**config.mk**
```make
export PLATFORM = sky130hd
export DESIGN_NAME = aes_word_sequencer
export DESIGN_NICKNAME = d
export VERILOG_FILES = /design/src/rtl/aes_word_sequencer.sv
export SDC_FILE = /design/constraint.sdc
export NUM_CORES = 1
export LEC_CHECK = 0
export BUFFER_PORTS_ARGS = -buffer_cell sky130_fd_sc_hd__clkbuf_2
export CORE_ASPECT_RATIO = 2
export CORE_MARGIN = 5
export CORE_UTILIZATION = 48
export CTS_CLUSTER_DIAMETER = 100
export CTS_CLUSTER_SIZE = 10
export DETAILED_ROUTE_END_ITERATION = 7
export PLACE_DENSITY = 0.75
export SLEW_MARGIN = 20
export SYNTH_ARGS = -nofsm -noshare
export SYNTH_HDL_FRONTEND = slang
export SYNTH_SLANG_ARGS = --single-unit
```
**constraint.sdc**
```tcl
create_clock -name clk -period 1.76 [get_ports clk]
set_input_delay 0.088 -clock clk [delete_from_list [all_inputs] [get_ports clk]]
set_output_delay 0.088 -clock clk [all_outputs]
set_load 0.02 [all_outputs]
```
**src/rtl/aes_word_sequencer.sv**
```systemverilog
// aes_word_sequencer: 32-bit word front/back end around aes_cipher_top.
// Assembles a 128-bit key and plaintext from an input word stream, launches the
// core, waits for a rising edge on done with a watchdog, and streams the
// 128-bit result back as four words, most significant word first.
module aes_word_sequencer #(
  parameter int unsigned TIMEOUT = 64
) (
  input  logic         clk,
  input  logic         rst,
  input  logic         in_valid,
  output logic         in_ready,
  input  logic         in_key,
  input  logic [31:0]  in_data,
  output logic         out_valid,
  input  logic         out_ready,
  output logic [31:0]  out_data,
  output logic         out_last,
  output logic         core_ld,
  output logic [127:0] core_key,
  output logic [127:0] core_text_in,
  input  logic         core_done,
  input  logic [127:0] core_text_out,
  output logic         key_valid,
  output logic         err
);

  localparam int unsigned WW = 32;
  localparam int unsigned BW = 128;
  localparam int unsigned TW = 16;
  localparam logic [TW-1:0] TMO_MAX = TW'(TIMEOUT);

  localparam logic [1:0] ST_LOAD   = 2'd0;
  localparam logic [1:0] ST_LAUNCH = 2'd1;
  localparam logic [1:0] ST_BUSY   = 2'd2;
  localparam logic [1:0] ST_DRAIN  = 2'd3;

  logic [1:0]    state, state_nxt;
  logic [BW-1:0] key_shadow;
  logic [BW-1:0] out_buf;
  logic [1:0]    kcnt, txt_cnt, idx;
  logic [TW-1:0] tmo_cnt;
  logic          done_q;

  logic ready_c, key_acc_c, txt_acc_c, out_acc_c, done_rise_c, tmo_hit_c;

  // State register
  always_ff @(posedge clk) begin
    if (!rst) state <= ST_LOAD;
    else      state <= state_nxt;
  end

  // Next-state and handshake decode
  always_comb begin
    state_nxt   = state;
    ready_c     = 1'b0;
    key_acc_c   = 1'b0;
    txt_acc_c   = 1'b0;
    out_acc_c   = 1'b0;
    done_rise_c = core_done && !done_q;
    tmo_hit_c   = (tmo_cnt + TW'(1)) == TMO_MAX;
    case (state)
      ST_LOAD: begin
        // The final text word waits until a full key exists.
        ready_c   = !(!in_key && (txt_cnt == 2'd3) && !key_valid);
        key_acc_c = in_valid && ready_c && in_key;
        txt_acc_c = in_valid && ready_c && !in_key;
        if (txt_acc_c && (txt_cnt == 2'd3)) state_nxt = ST_LAUNCH;
      end
      ST_LAUNCH: state_nxt = ST_BUSY;
      ST_BUSY: begin
        // Completion takes priority over a coincident timeout.
        if (done_rise_c)    state_nxt = ST_DRAIN;
        else if (tmo_hit_c) state_nxt = ST_LOAD;
      end
      ST_DRAIN: begin
        out_acc_c = out_valid && out_ready;
        if (out_acc_c && (idx == 2'd3)) state_nxt = ST_LOAD;
      end
      default: state_nxt = ST_LOAD;
    endcase
  end

  assign in_ready = ready_c;
  assign out_data = out_buf[BW-1 -: WW];
  assign out_last = out_valid && (idx == 2'd3);

  // Datapath: word assembly, launch strobe, watchdog, output buffer
  always_ff @(posedge clk) begin
    if (!rst) begin
      key_shadow   <= '0;
      core_key     <= '0;
      core_text_in <= '0;
      out_buf      <= '0;
      kcnt         <= '0;
      txt_cnt      <= '0;
      idx          <= '0;
      tmo_cnt      <= '0;
      done_q       <= 1'b0;
      core_ld      <= 1'b0;
      out_valid    <= 1'b0;
      key_valid    <= 1'b0;
      err          <= 1'b0;
    end else begin
      done_q  <= core_done;
      core_ld <= 1'b0;

      if (key_acc_c) begin
        key_shadow <= {key_shadow[BW-WW-1:0], in_data};
        kcnt       <= kcnt + 2'd1;
        if (kcnt == 2'd3) begin
          core_key  <= {key_shadow[BW-WW-1:0], in_data};
          key_valid <= 1'b1;
        end
      end

      if (txt_acc_c) begin
        core_text_in <= {core_text_in[BW-WW-1:0], in_data};
        txt_cnt      <= txt_cnt + 2'd1;
        if (txt_cnt == 2'd3) core_ld <= 1'b1;
      end

      if (state == ST_LAUNCH) tmo_cnt <= '0;

      if (state == ST_BUSY) begin
        if (done_rise_c) begin
          out_buf   <= core_text_out;
          idx       <= 2'd0;
          out_valid <= 1'b1;
        end else begin
          tmo_cnt <= tmo_cnt + TW'(1);
          if (tmo_hit_c) err <= 1'b1;
        end
      end

      if (out_acc_c) begin
        out_buf <= {out_buf[BW-WW-1:0], WW'(0)};
        idx     <= idx + 2'd1;
        if (idx == 2'd3) out_valid <= 1'b0;
      end
    end
  end

endmodule

```
==> flow_summary.ini <==
[clocking]
cts_sinks = 509
cts_root_buf = clkbuf_16
h-tree-depth = 2
clockBufferDepth = 3
cts_tree = done
clk_latency_ps = 600
numCtsBuffers = 56
path_clk_slew_ps = 50

[worst_hold_path]
hold_depth = 4
hold_start = core_text_out[6]
hold_path_class = in -> reg
whs_endpoint = out_buf[6]

[sta]
setup_viol = 0
fmax_mhz = 577
layout_min_cycle_time_ps = 1730
fin_skew_ps = 35.3
worst_slack_ps = 25.7
rsz0062_at_grt = true
finalHoldViolations = 0
fin_crit_sh_pct = 98.5
max_slew_margin_pct = 67.9
maxSlewViolCount = 0
tightest_slew_ps = 482
hold_ws_ps = 292

[pwr]
comb_power_share_pct = 5.8
p_int_mw = 17.9
p_seq_share_pct = 50.8
p_per_area_mw_per_mm2 = 915
power.total_mw = 23.1
pwr-share-clk_pct = 43.4
ir_drop_v = 0.000847
power_switching_mw = 5.27
p_leak_nw = 9.78
switching_share_pct = 22.8

[floorplanning]
initial_core_util_pct = 48.2
die_h_um = 291
die_area_mm2 = 0.0438
ios = 460
num_rows = 103
die-width_um = 151
core_mm2 = 0.0393

[finish]
fin_cells = 3451
drive_above_1_share_pct = 22.1
area_delta_synth_final_pct = 33.4
nNetsFinal = 3094

[worst_setup_path]
rr_worst_depth = 6
r2r-end = core_text_in[117]
timing.rr.start = txt_cnt[0]
cp.required_ps = 2270
cp_max_fo = 42
reg2reg_slack_ps = 30
cp_data_arrival_time_ps = 2240
critPathKind = reg -> reg
crit_path_start_kind = flip-flop
critPathCaptureType = flip-flop

[yosys]
synth_compound_area_share_pct = 18.9
netlist_instances = 2367
synth-simple-area-share_pct = 21.4
synthTopCellsByCount = nand2_1 (918), dfxtp_1 (509), a21oi_1 (374), clkbuf_1 (120), a21boi_0 (91)
yosysTopAreaCell = dfxtp_1
netlist_area_mm2 = 0.0190
yosysMostFrequentCell = nand2_1
synth_adder_area_share_pct = 0.330
synth.area.mux_share_pct = 0
synthTopCellsByArea = dfxtp_1 (54%), nand2_1 (18%), a21oi_1 (9.9%)
ys.flop_type = dfxtp_1
syn_avg_cell_area_um2 = 8.01
synth_edf_count = 0
synth.yosys.seq_area_share_pct = 53.8
synthesis.nets = 2538
async_flop_share_pct = 0
synth-xor-area-share_pct = 0.185
synth_top_family_by_area = simple AND/OR/NAND/NOR gates
synth_seq_cells = 509
synth.distinct_cells = 48
synth_top_area_share_pct = 53.8
ys.warnings.count = 0

[placed_design]
place_inst = 3219
place_hpwl_um = 43100
post-place-ws_ps = -1.66
gp_congestion = 0.873
portBuffers = 459

[routing]
finalWirelength_um = 64900
wl_per_cell_um = 18.8
drt_pass1_iterations = 8
viasPerCell = 5.46
route.detailed.drc = 0
dr.first_iter.drc_count = 1266
ant_nets = 0
dr_total_vias = 18900

[global_route]
grt_max_degree = 98
grt-ovfl-total = 0
grt_pass1_vias = 18600
grt_usage_pct = 28.2
grt_pass1_wl_um = 99600
antenna_found_initial = 0

[run]
maxCapViolCount = 0

[status]
status = finished clean
==> power by group through the flow <==
stage          Sequential, mW  Clock, mW  Combinational [mW]
2_1_floorplan            12.0          0               0.450
3_3_place_gp             12.0          0                1.00
3_5_place_dp             12.0          0                1.01
4_1_cts                  11.8       10.2                1.31
5_1_grt                  11.8       10.7                1.44
6_report                 11.8       10.0                1.35
==> worst max-delay path by stage <==
stage,from,end,depth (start not counted),slack [ps]
6_report,txt_cnt[0],core_text_in[117],6,30
3_5_place_dp,tmo_cnt[0],state[1],6,-2
4_1_cts,tmo_cnt[0],tmo_cnt[14],6,4
3_3_place_gp,tmo_cnt[0],state[1],6,-20
5_1_grt,tmo_cnt[1],state[1],6,-50
2_1_floorplan,tmo_cnt[6],state[1],6,10
==> worst max-delay path, cell delays in order (launching register included) <==
cell and delay (ps):
dfxtp_1 320, ha_1 240, a21boi_2 180, and3b_4 360, buf_12 250, nand2_1 90
a21oi_1 200
==> through the flow <==
stage          setup TNS [ps]  utilization, %  instance area, um2
2_1_floorplan               0               -               19000
3_3_place_gp            -20.1            55.8               22000
3_5_place_dp            -1.66            55.8               22000
4_1_cts                     0            63.8               25100
5_1_grt                  -121            64.3               25300
6_report                    0            64.3               25300
==> placed cells by master (no fill, tap or decap), types with 3 or more instances in the layout <==
cell type      netlist  final
dlygate4sd3_1        0    165
buf_4               40     57
nand3b_1             5      5
nand2_1            918    916
a22oi_1             72     72
clkbuf_16            0     57
ha_1                 5      4
nor2_1              52     48
a21boi_0            91     91
nand4_1              4      4
dfxtp_2              0      4
xnor2_1              3      3
o21ai_0             15     15
a311oi_2             0      4
nand3_1             10      8
and2_1               7      6
a21oi_1            374    374
a311oi_1            32     28
buf_12               0     30
clkbuf_2             1    458
nor2b_1             10      9
dfxtp_1            509    505
==> kinds of logic after synthesis <==
logic type / count (synthesis)
buffers and inverters: 219
DFF: 509
and+or+nand+nor: 1031
adders and majority gates: 5
xor gates and xnor gates: 4
AOI/OAI and AO/OA: 599
==> repair_timing <==
item,CTS,global route
endpoints found under the setup margin,1,232
hold endpoints to repair,253,0
hold buffers,165,0
pin swaps,0,9
buffers inserted,0,4
gates cloned,0,2
resized for setup,1,23
==> final cells by class <==
| type | count | area, um2 |
|---|---|---|
| antenna | 1 | 2.50 |
| clock buffer | 57 | 1410 |
| sequential | 509 | 10200 |
| timing repair buffer | 714 | 5050 |
| clock inverter | 3 | 68.8 |
| multi-input combinational | 1640 | 7890 |
| fill | 3107 | 14000 |
| tap | 525 | 657 |
| inverter | 2 | 15.0 |
==> flip-flops by register name (all words and copies together) (netlist names) <==
register,flops
core_key,128
done_q,1
key_valid,1
idx,2
tmo_cnt,16
out_buf,128
err,1
key_shadow,96
core_ld,1
kcnt,2
state,2
core_text_in,128
txt_cnt,2
out_valid,1
==> routing by layer <==
metal / up-vias / GRT usage (%) / share of wire [%]
li1: 8865 / - / -
met1: 8743 / 29.5 / 34
met2: 1011 / 50.8 / 51
met3: 236 / 6.07 / 8.9
met4: 0 / 16.5 / 6.6
met5: - / 0 / 0
Note: power is estimated with default switching activity, not from simulation.
